**src/rtl/rs422_test_seq_if.sv**
```systemverilog
// OPB register bus between the test sequencer (master)
// and the RS422 loopback test slave.
interface rs422_test_seq_if;
    logic [31:0] OPB_ADDR;
    logic [31:0] OPB_DI;
    logic [31:0] OPB_DO;
    logic        RS422_WE;
    logic        RS422_RE;

    modport master (
        output OPB_ADDR, OPB_DI, RS422_WE, RS422_RE,
        input  OPB_DO
    );
    modport slave (
        input  OPB_ADDR, OPB_DI, RS422_WE, RS422_RE,
        output OPB_DO
    );
endinterface

```
**src/rtl/rs422_test_seq.sv**
```systemverilog
// RS422 loopback test sequencer: programs the test slave, polls for
// transmit completion, settles, then reads back and judges all counters.
module rs422_test_seq #(
    parameter int unsigned POLL_INTERVAL = 16,
    parameter int unsigned TIMEOUT_POLLS = 65535,
    parameter int unsigned SETTLE_CYCLES = 17360
) (
    input  logic             OPB_CLK,
    input  logic             OPB_RST,
    input  logic             GO,
    input  logic [7:0]       PATTERN,
    input  logic [31:0]      BYTE_COUNT,
    rs422_test_seq_if.master bus,
    output logic             BUSY,
    output logic             DONE,
    output logic             PASS,
    output logic             TIMEOUT,
    output logic [8:0]       RX_OK,
    output logic [31:0]      TOTAL_ERR
);
    typedef enum logic [2:0] {
        S_IDLE, S_WRITES, S_POLL, S_PWAIT,
        S_STOP, S_SETTLE, S_READ, S_FINISH
    } state_t;

    state_t      r_state, w_state;
    logic [1:0]  r_phase, w_phase;
    logic [4:0]  r_idx, w_idx;
    logic [31:0] r_cnt, w_cnt;
    logic [31:0] r_polls, w_polls;
    logic [7:0]  r_pat, w_pat;
    logic [31:0] r_bc, w_bc;
    logic [8:0]  r_recv_ok, w_recv_ok;
    logic [31:0] r_addr, w_addr;
    logic [31:0] r_di, w_di;
    logic        r_we, w_we;
    logic        r_re, w_re;
    logic        r_busy, w_busy;
    logic        r_done, w_done;
    logic        r_pass, w_pass;
    logic        r_tmo, w_tmo;
    logic [8:0]  r_rx_ok, w_rx_ok;
    logic [31:0] r_terr, w_terr;

    logic [7:0]  w_wr_addr;
    logic [31:0] w_wr_data;
    logic [4:0]  w_item;
    logic [3:0]  w_ch;
    logic [32:0] w_sum;

    // Setup write table: clear, pattern, count, start.
    always_comb begin
        unique case (r_idx[1:0])
            2'd0:    begin w_wr_addr = 8'h02; w_wr_data = 32'd4; end
            2'd1:    begin w_wr_addr = 8'h00; w_wr_data = {24'd0, r_pat}; end
            2'd2:    begin w_wr_addr = 8'h01; w_wr_data = r_bc; end
            default: begin w_wr_addr = 8'h02; w_wr_data = 32'd1; end
        endcase
    end

    assign w_item = r_idx - 5'd1;
    assign w_ch   = 4'(w_item - 5'd9);
    assign w_sum  = {1'b0, r_terr} + {1'b0, bus.OPB_DO};

    always_comb begin
        w_state   = r_state;
        w_phase   = r_phase;
        w_idx     = r_idx;
        w_cnt     = r_cnt;
        w_polls   = r_polls;
        w_pat     = r_pat;
        w_bc      = r_bc;
        w_recv_ok = r_recv_ok;
        w_addr    = r_addr;
        w_di      = r_di;
        w_we      = r_we;
        w_re      = r_re;
        w_busy    = r_busy;
        w_done    = 1'b0;
        w_pass    = r_pass;
        w_tmo     = r_tmo;
        w_rx_ok   = r_rx_ok;
        w_terr    = r_terr;
        unique case (r_state)
            S_IDLE: begin
                if (GO) begin
                    w_pat   = PATTERN;
                    w_bc    = BYTE_COUNT;
                    w_pass  = 1'b0;
                    w_tmo   = 1'b0;
                    w_rx_ok = '0;
                    w_terr  = '0;
                    w_busy  = 1'b1;
                    w_phase = 2'd0;
                    w_idx   = '0;
                    w_state = (BYTE_COUNT == 32'd0) ? S_FINISH : S_WRITES;
                end
            end
            S_WRITES: begin
                if (r_phase == 2'd0) begin
                    w_we    = 1'b1;
                    w_addr  = {24'd0, w_wr_addr};
                    w_di    = w_wr_data;
                    w_phase = 2'd1;
                end else begin
                    w_we    = 1'b0;
                    w_di    = '0;
                    w_phase = 2'd0;
                    if (r_idx == 5'd3) begin
                        w_idx   = '0;
                        w_polls = '0;
                        w_state = S_POLL;
                    end else begin
                        w_idx = r_idx + 5'd1;
                    end
                end
            end
            S_POLL: begin
                if (r_phase == 2'd0) begin
                    w_re    = 1'b1;
                    w_addr  = 32'h03;
                    w_phase = 2'd1;
                end else if (r_phase == 2'd1) begin
                    w_re    = 1'b0;
                    w_phase = 2'd2;
                end else begin
                    w_phase = 2'd0;
                    // Completion seen on the last allowed poll is not a timeout.
                    if (bus.OPB_DO[0]) begin
                        w_state = S_STOP;
                    end else begin
                        w_polls = r_polls + 32'd1;
                        if (r_polls + 32'd1 >= TIMEOUT_POLLS) begin
                            w_tmo   = 1'b1;
                            w_state = S_STOP;
                        end else begin
                            w_cnt   = '0;
                            w_state = S_PWAIT;
                        end
                    end
                end
            end
            S_PWAIT: begin
                if (r_cnt + 32'd1 >= POLL_INTERVAL) w_state = S_POLL;
                else w_cnt = r_cnt + 32'd1;
            end
            S_STOP: begin
                if (r_phase == 2'd0) begin
                    w_we    = 1'b1;
                    w_addr  = 32'h02;
                    w_di    = 32'd2;
                    w_phase = 2'd1;
                end else begin
                    w_we    = 1'b0;
                    w_di    = '0;
                    w_phase = 2'd0;
                    w_cnt   = '0;
                    w_state = S_SETTLE;
                end
            end
            S_SETTLE: begin
                if (r_cnt + 32'd1 >= SETTLE_CYCLES) begin
                    w_idx   = '0;
                    w_phase = 2'd0;
                    w_state = S_READ;
                end else begin
                    w_cnt = r_cnt + 32'd1;
                end
            end
            S_READ: begin
                if (r_phase == 2'd0) begin
                    // Capture the previous read while launching the next one.
                    if (r_idx != 5'd0) begin
                        if (w_item < 5'd9) begin
                            w_recv_ok[w_item[3:0]] = (bus.OPB_DO == r_bc);
                        end else begin
                            w_rx_ok[w_ch] = r_recv_ok[w_ch] &&
                                            (bus.OPB_DO == 32'd0);
                            w_terr = w_sum[32] ? '1 : w_sum[31:0];
                        end
                    end
                    if (r_idx == 5'd18) begin
                        w_state = S_FINISH;
                    end else begin
                        w_re    = 1'b1;
                        w_addr  = {27'd0, r_idx} + 32'd4;
                        w_idx   = r_idx + 5'd1;
                        w_phase = 2'd1;
                    end
                end else begin
                    w_re    = 1'b0;
                    w_phase = 2'd0;
                end
            end
            S_FINISH: begin
                w_pass  = (&r_rx_ok) && !r_tmo;
                w_done  = 1'b1;
                w_busy  = 1'b0;
                w_state = S_IDLE;
            end
            default: w_state = S_IDLE;
        endcase
    end

    always_ff @(posedge OPB_CLK or posedge OPB_RST) begin
        if (OPB_RST) begin
            r_state   <= S_IDLE;
            r_phase   <= '0;
            r_idx     <= '0;
            r_cnt     <= '0;
            r_polls   <= '0;
            r_pat     <= '0;
            r_bc      <= '0;
            r_recv_ok <= '0;
            r_addr    <= '0;
            r_di      <= '0;
            r_we      <= 1'b0;
            r_re      <= 1'b0;
            r_busy    <= 1'b0;
            r_done    <= 1'b0;
            r_pass    <= 1'b0;
            r_tmo     <= 1'b0;
            r_rx_ok   <= '0;
            r_terr    <= '0;
        end else begin
            r_state   <= w_state;
            r_phase   <= w_phase;
            r_idx     <= w_idx;
            r_cnt     <= w_cnt;
            r_polls   <= w_polls;
            r_pat     <= w_pat;
            r_bc      <= w_bc;
            r_recv_ok <= w_recv_ok;
            r_addr    <= w_addr;
            r_di      <= w_di;
            r_we      <= w_we;
            r_re      <= w_re;
            r_busy    <= w_busy;
            r_done    <= w_done;
            r_pass    <= w_pass;
            r_tmo     <= w_tmo;
            r_rx_ok   <= w_rx_ok;
            r_terr    <= w_terr;
        end
    end

    assign bus.OPB_ADDR = r_addr;
    assign bus.OPB_DI   = r_di;
    assign bus.RS422_WE = r_we;
    assign bus.RS422_RE = r_re;
    assign BUSY         = r_busy;
    assign DONE         = r_done;
    assign PASS         = r_pass;
    assign TIMEOUT      = r_tmo;
    assign RX_OK        = r_rx_ok;
    assign TOTAL_ERR    = r_terr;
endmodule

```
**src/flat_wrapper.sv**
```systemverilog
// flat-port wrapper written by rule: the top's interface ports become plain ports
module rs422_test_seq_flat 
#(
    parameter int unsigned POLL_INTERVAL = 16,
    parameter int unsigned TIMEOUT_POLLS = 65535,
    parameter int unsigned SETTLE_CYCLES = 17360
)
  (OPB_CLK, OPB_RST, GO, PATTERN, BYTE_COUNT, BUSY, DONE, PASS, TIMEOUT, RX_OK, TOTAL_ERR, bus_OPB_ADDR, bus_OPB_DI, bus_RS422_WE, bus_RS422_RE, bus_OPB_DO);
  rs422_test_seq_if bus_i ();
  input  logic OPB_CLK;
  input  logic OPB_RST;
  input  logic GO;
  input  logic [7:0] PATTERN;
  input  logic [31:0] BYTE_COUNT;
  output logic BUSY;
  output logic DONE;
  output logic PASS;
  output logic TIMEOUT;
  output logic [8:0] RX_OK;
  output logic [31:0] TOTAL_ERR;
  output wire logic [$bits(bus_i.OPB_ADDR)-1:0] bus_OPB_ADDR;
  output wire logic [$bits(bus_i.OPB_DI)-1:0] bus_OPB_DI;
  output wire logic [$bits(bus_i.RS422_WE)-1:0] bus_RS422_WE;
  output wire logic [$bits(bus_i.RS422_RE)-1:0] bus_RS422_RE;
  input wire logic [$bits(bus_i.OPB_DO)-1:0] bus_OPB_DO;
  assign bus_OPB_ADDR = bus_i.OPB_ADDR;
  assign bus_OPB_DI = bus_i.OPB_DI;
  assign bus_RS422_WE = bus_i.RS422_WE;
  assign bus_RS422_RE = bus_i.RS422_RE;
  assign bus_i.OPB_DO = bus_OPB_DO;
  rs422_test_seq #(.POLL_INTERVAL(POLL_INTERVAL), .TIMEOUT_POLLS(TIMEOUT_POLLS), .SETTLE_CYCLES(SETTLE_CYCLES)) u_core (.OPB_CLK(OPB_CLK), .OPB_RST(OPB_RST), .GO(GO), .PATTERN(PATTERN), .BYTE_COUNT(BYTE_COUNT), .bus(bus_i), .BUSY(BUSY), .DONE(DONE), .PASS(PASS), .TIMEOUT(TIMEOUT), .RX_OK(RX_OK), .TOTAL_ERR(TOTAL_ERR));
endmodule
```
**config.mk**
```make
export PLATFORM = sky130hd
export DESIGN_NAME = rs422_test_seq_flat
export DESIGN_NICKNAME = d
export VERILOG_FILES = /design/src/rtl/rs422_test_seq_if.sv /design/src/rtl/rs422_test_seq.sv /design/src/flat_wrapper.sv
export SDC_FILE = /design/constraint.sdc
export NUM_CORES = 1
export LEC_CHECK = 0
export ABC_CLOCK_PERIOD_IN_PS = 8600
export CAP_MARGIN = 20
export CORE_UTILIZATION = 46
export CTS_CLUSTER_SIZE = 40
export DETAILED_ROUTE_END_ITERATION = 8
export PLACE_DENSITY = 0.69
export SYNTH_ARGS = -nofsm -noshare
export SYNTH_HDL_FRONTEND = slang
export SYNTH_SLANG_ARGS = --single-unit
```
**constraint.sdc**
```tcl
create_clock -name OPB_CLK -period 8.6 [get_ports OPB_CLK]
set_clock_uncertainty 0.15 [all_clocks]
set_input_delay 2.15 -clock OPB_CLK [delete_from_list [all_inputs] [get_ports OPB_CLK]]
set_output_delay 2.15 -clock OPB_CLK [all_outputs]
set_load 0.05 [all_outputs]
```
==> flow_summary.yaml <==
grt:
  grt_max_degree: 139
  antenna_found_initial: 3
  overflow: 0
  grt_pass1_vias: 10800
  grt_usage_pct: 26.2
  grt_pass1_wl_microns: 59400
place:
  dp_cells: 1890
  gp_congestion: 0.945
  dp_hpwl_microns: 26900
  portBuffers: 159
route:
  routed_via_density: 5.91
  dr.first_iter.drc_count: 658
  antenna_left: 0
  wl_per_cell_microns: 19.2
  wl_microns: 37100
  dr_total_vias: 11500
  dr.pass1.iters: 8
  route.detailed.drc: 0
setup_path:
  endpoint_kind: "flop"
  endpoint: "u_core.TOTAL_ERR[28]"
  required_ns: 8.90
  timing.rr.start: "u_core.r_polls[3]"
  cp.arrival_ns: 5.72
  cp_common_cell: "nand2_1"
  crit_type: "primary input to flop"
  reg2reg_depth: 9
  critPathMaxStageDelay_ns: 0.68
  ff2ff_setup_slack_ns: 4.44
  cp-startpoint: "bus_OPB_DO[0]"
  cpMaxStageDelayCell: "clkdlybuf4s50_1"
  worst_setup_path_start_kind: "primary input"
  crit_fanout: 28
  crit_chain: "clkdlybuf4s50_1 -> ha_1 -> inv_1 -> fa_1 -> nor2b_1 -> o21ai_0 -> a211oi_1 -> o2111ai_1 -> nand2_1 -> a22oi_1 -> a31oi_2 -> buf_4 -> nand2_1 -> o211ai_1"
  r2r-end: "u_core.r_cnt[6]"
hold_path:
  hold_path.class: "flop to flop"
die:
  die_w_microns: 169
  fp.dieArea_sq_um: 28400
  core_area_sq_um: 27100
  start_util_pct: 47.2
  rows: 60
  die_h_microns: 169
  ios: 186
cts:
  insertion_delay_ns: 0.53
  cts_root_buf: "clkbuf_16"
  cts_tree: "yes"
  cts-buffers-inserted: 25
  cts.htree.levels: 1
  cts_setup_buffers: 0
  path_clk_slew_ns: 0.06
  cts.sinks: 208
  cts_buffer_depth: 3
  cts_resized: 0
  cts_hold_buffers: 0
timing:
  maxSlewHeadroom_pct: 33.1
  holdWs_ns: 0.335
  drv_slew: 0
  setup_viol: 0
  fin_crit_ns: 5.42
  worstMarginPinSlew_ns: 1.00
  hold_viol: 0
  grt_setup_unrepaired: "no"
  period_share_pct: 63.1
  tns_ns: 0
  max_freq_ghz: 0.184
logic_synthesis:
  syn_inst: 1418
  netlist_area_sq_um: 12800
  synthArstFlopShare_pct: 100
  yosys.area.top_type: "dfrtp_1"
  ys_types: 79
  syn_area_per_cell_sq_um: 9.01
  netlist_top_cells_area: "dfrtp_1, nand2_1, o21ai_0"
  ys.flop_type: "dfrtp_1"
  yosysWarningCount: 0
  yosys.area.top_type_share_pct: 40.7
  synth_edf_count: 0
  ys_ff_latch: 208
  yosysSeqAreaShare_pct: 40.7
layout:
  syn2layout_area_growth_pct: 21.4
  fillers: 2375
  fin_util_pct: 57.2
  nets: 1668
  instances_no_fill: 1937
  drive_gt1_share_pct: 7.99
power_and_ir_drop:
  p_per_area_nw_per_um2: 151
  p_leak_nw: 7.03
  vdd_drop_max_uv: 132
run:
  maxCapViolations: 0
run_status:
  status: "finished, final reports clean"
power by group:
group	internal, mW	switching (mW)
Combinational	0.0520	0.0949
Clock	0.779	0.437
Sequential	0.979	0.00104
Total	1.81	0.533
area by class of cell:
| class | instances | area, sq um | area share [%] |
|---|---|---|---|
| Multi-Input combinational cell | 1108 | 7090 | 45.7 |
| Timing Repair Buffer | 168 | 1660 | 10.7 |
| Clock inverter | 14 | 260 | 1.68 |
| Inverter | 34 | 135 | 0.871 |
| Tap cell | 372 | 465 | 3.00 |
| Sequential cell | 208 | 5200 | 33.6 |
| Antenna cell | 1 | 2.50 | 0.0161 |
| Clock buffer | 32 | 692 | 4.46 |
worst min-delay path by stage:
stage	start	endpoint	depth (start not counted)	slack (ns)
2_1_floorplan	u_core.r_recv_ok[0]	u_core.r_recv_ok[0]	2	0.31
4_1_cts	u_core.bus.OPB_ADDR[1]	u_core.bus.OPB_ADDR[1]	2	0.34
6_report	u_core.bus.OPB_ADDR[1]	u_core.bus.OPB_ADDR[1]	2	0.34
3_5_place_dp	u_core.bus.OPB_ADDR[1]	u_core.bus.OPB_ADDR[1]	2	0.33
3_3_place_gp	u_core.bus.OPB_ADDR[1]	u_core.bus.OPB_ADDR[1]	2	0.33
5_1_grt	u_core.bus.OPB_ADDR[1]	u_core.bus.OPB_ADDR[1]	2	0.36
per-layer routing:
| metal | routed length (microns) | global-route usage [%] | vias up |
|---|---|---|---|
| met5 | 13 | 0 | - |
| met4 | 1160 | 8.85 | 2 |
| met3 | 2340 | 3.95 | 72 |
| met2 | 17400 | 42.7 | 426 |
| met1 | 16300 | 35.6 | 5515 |
| li1 | - | - | 5436 |
state kept, by name, indices dropped and copies added, names as in the netlist, 3 cells and up:
register and flops:
u_core.r_polls 32, u_core.r_pat 8, u_core.r_state 3, u_core.RX_OK 9
u_core.bus.OPB_ADDR 6, u_core.TOTAL_ERR 32, u_core.r_idx 5, u_core.bus.OPB_DI 32
u_core.r_recv_ok 9, u_core.r_cnt 32, u_core.r_bc 32
worst max-delay path: cells and delay by family:
family,cells,cell delay (ns)
compound gates,6,1.32
buf+inv,3,1.07
simple gates,3,0.51
fa+ha+maj,2,0.68
through the flow:
stage          setup slack, ns  power (mW)  area [sq um]
6_report                  3.18        2.34         15500
5_1_grt                   2.98        2.41         15500
4_1_cts                   3.25        2.36         15500
2_1_floorplan            0.619        1.09         12900
3_5_place_dp              2.69        1.15         14600
3_3_place_gp              2.82        1.14         14600
cells by family after synthesis:
family / Yosys count / synth area share (%)
compound gates: 373 / 18.9
xor+xnor: 72 / 4.99
fa+ha+maj: 48 / 4.76
buf+inv: 127 / 4.66
flops: 208 / 40.7
mux: 55 / 4.98
other cells: 1 / 0.0293
simple gates: 534 / 20.9
placed cells by master (no fill, tap or decap), types with 7 or more instances in the layout:
| master | synthesis | final |
|---|---|---|
| nor4_1 | 38 | 38 |
| or3_1 | 11 | 11 |
| and3_1 | 28 | 28 |
| a22o_1 | 30 | 30 |
| o21ai_0 | 120 | 120 |
| o31ai_1 | 27 | 27 |
| ha_1 | 47 | 47 |
| a31oi_1 | 18 | 17 |
| o21ai_1 | 19 | 19 |
| o41ai_1 | 8 | 8 |
| nand3_1 | 33 | 33 |
| buf_4 | 26 | 9 |
| and4_1 | 8 | 8 |
| clkbuf_16 | 0 | 25 |
| a21oi_1 | 50 | 50 |
| bufinv_16 | 0 | 7 |
| and2_1 | 26 | 26 |
| inv_1 | 31 | 30 |
| nor2_1 | 89 | 89 |
| mux2_2 | 48 | 48 |
| conb_1 | 1 | 26 |
| nor3_1 | 26 | 24 |
| clkdlybuf4s50_1 | 0 | 159 |
| xnor2_1 | 27 | 27 |
| dfrtp_1 | 208 | 208 |
| nand4_1 | 40 | 40 |
| nor2b_1 | 7 | 7 |
| o211ai_1 | 8 | 8 |
| xor2_1 | 44 | 44 |
| nand2_1 | 186 | 186 |
| a21o_1 | 25 | 25 |
| a211oi_1 | 7 | 7 |
Yosys cell counts, drive strengths merged, types with 4 or more instances:
library cell	n
xor2	45
clkbuf	51
a22oi	5
a21oi	50
o211ai	8
mux2i	4
a222oi	5
inv	31
dfrtp	208
a211oi	7
nor2	89
o22ai	4
buf	42
o21ai	139
o21a	5
o41ai	8
o2111ai	6
nand2	186
ha	47
nor4	41
mux2	49
nor3	29
a32oi	4
a21o	25
and3	28
or4	6
nor2b	7
nand3	33
xnor2	27
and4	8
nand4	40
a22o	30
and2	26
or2	8
nor3b	4
or3	11
nand2b	6
a31oi	18
o31ai	27
o21bai	5
Power figures use the tool's default switching activity.
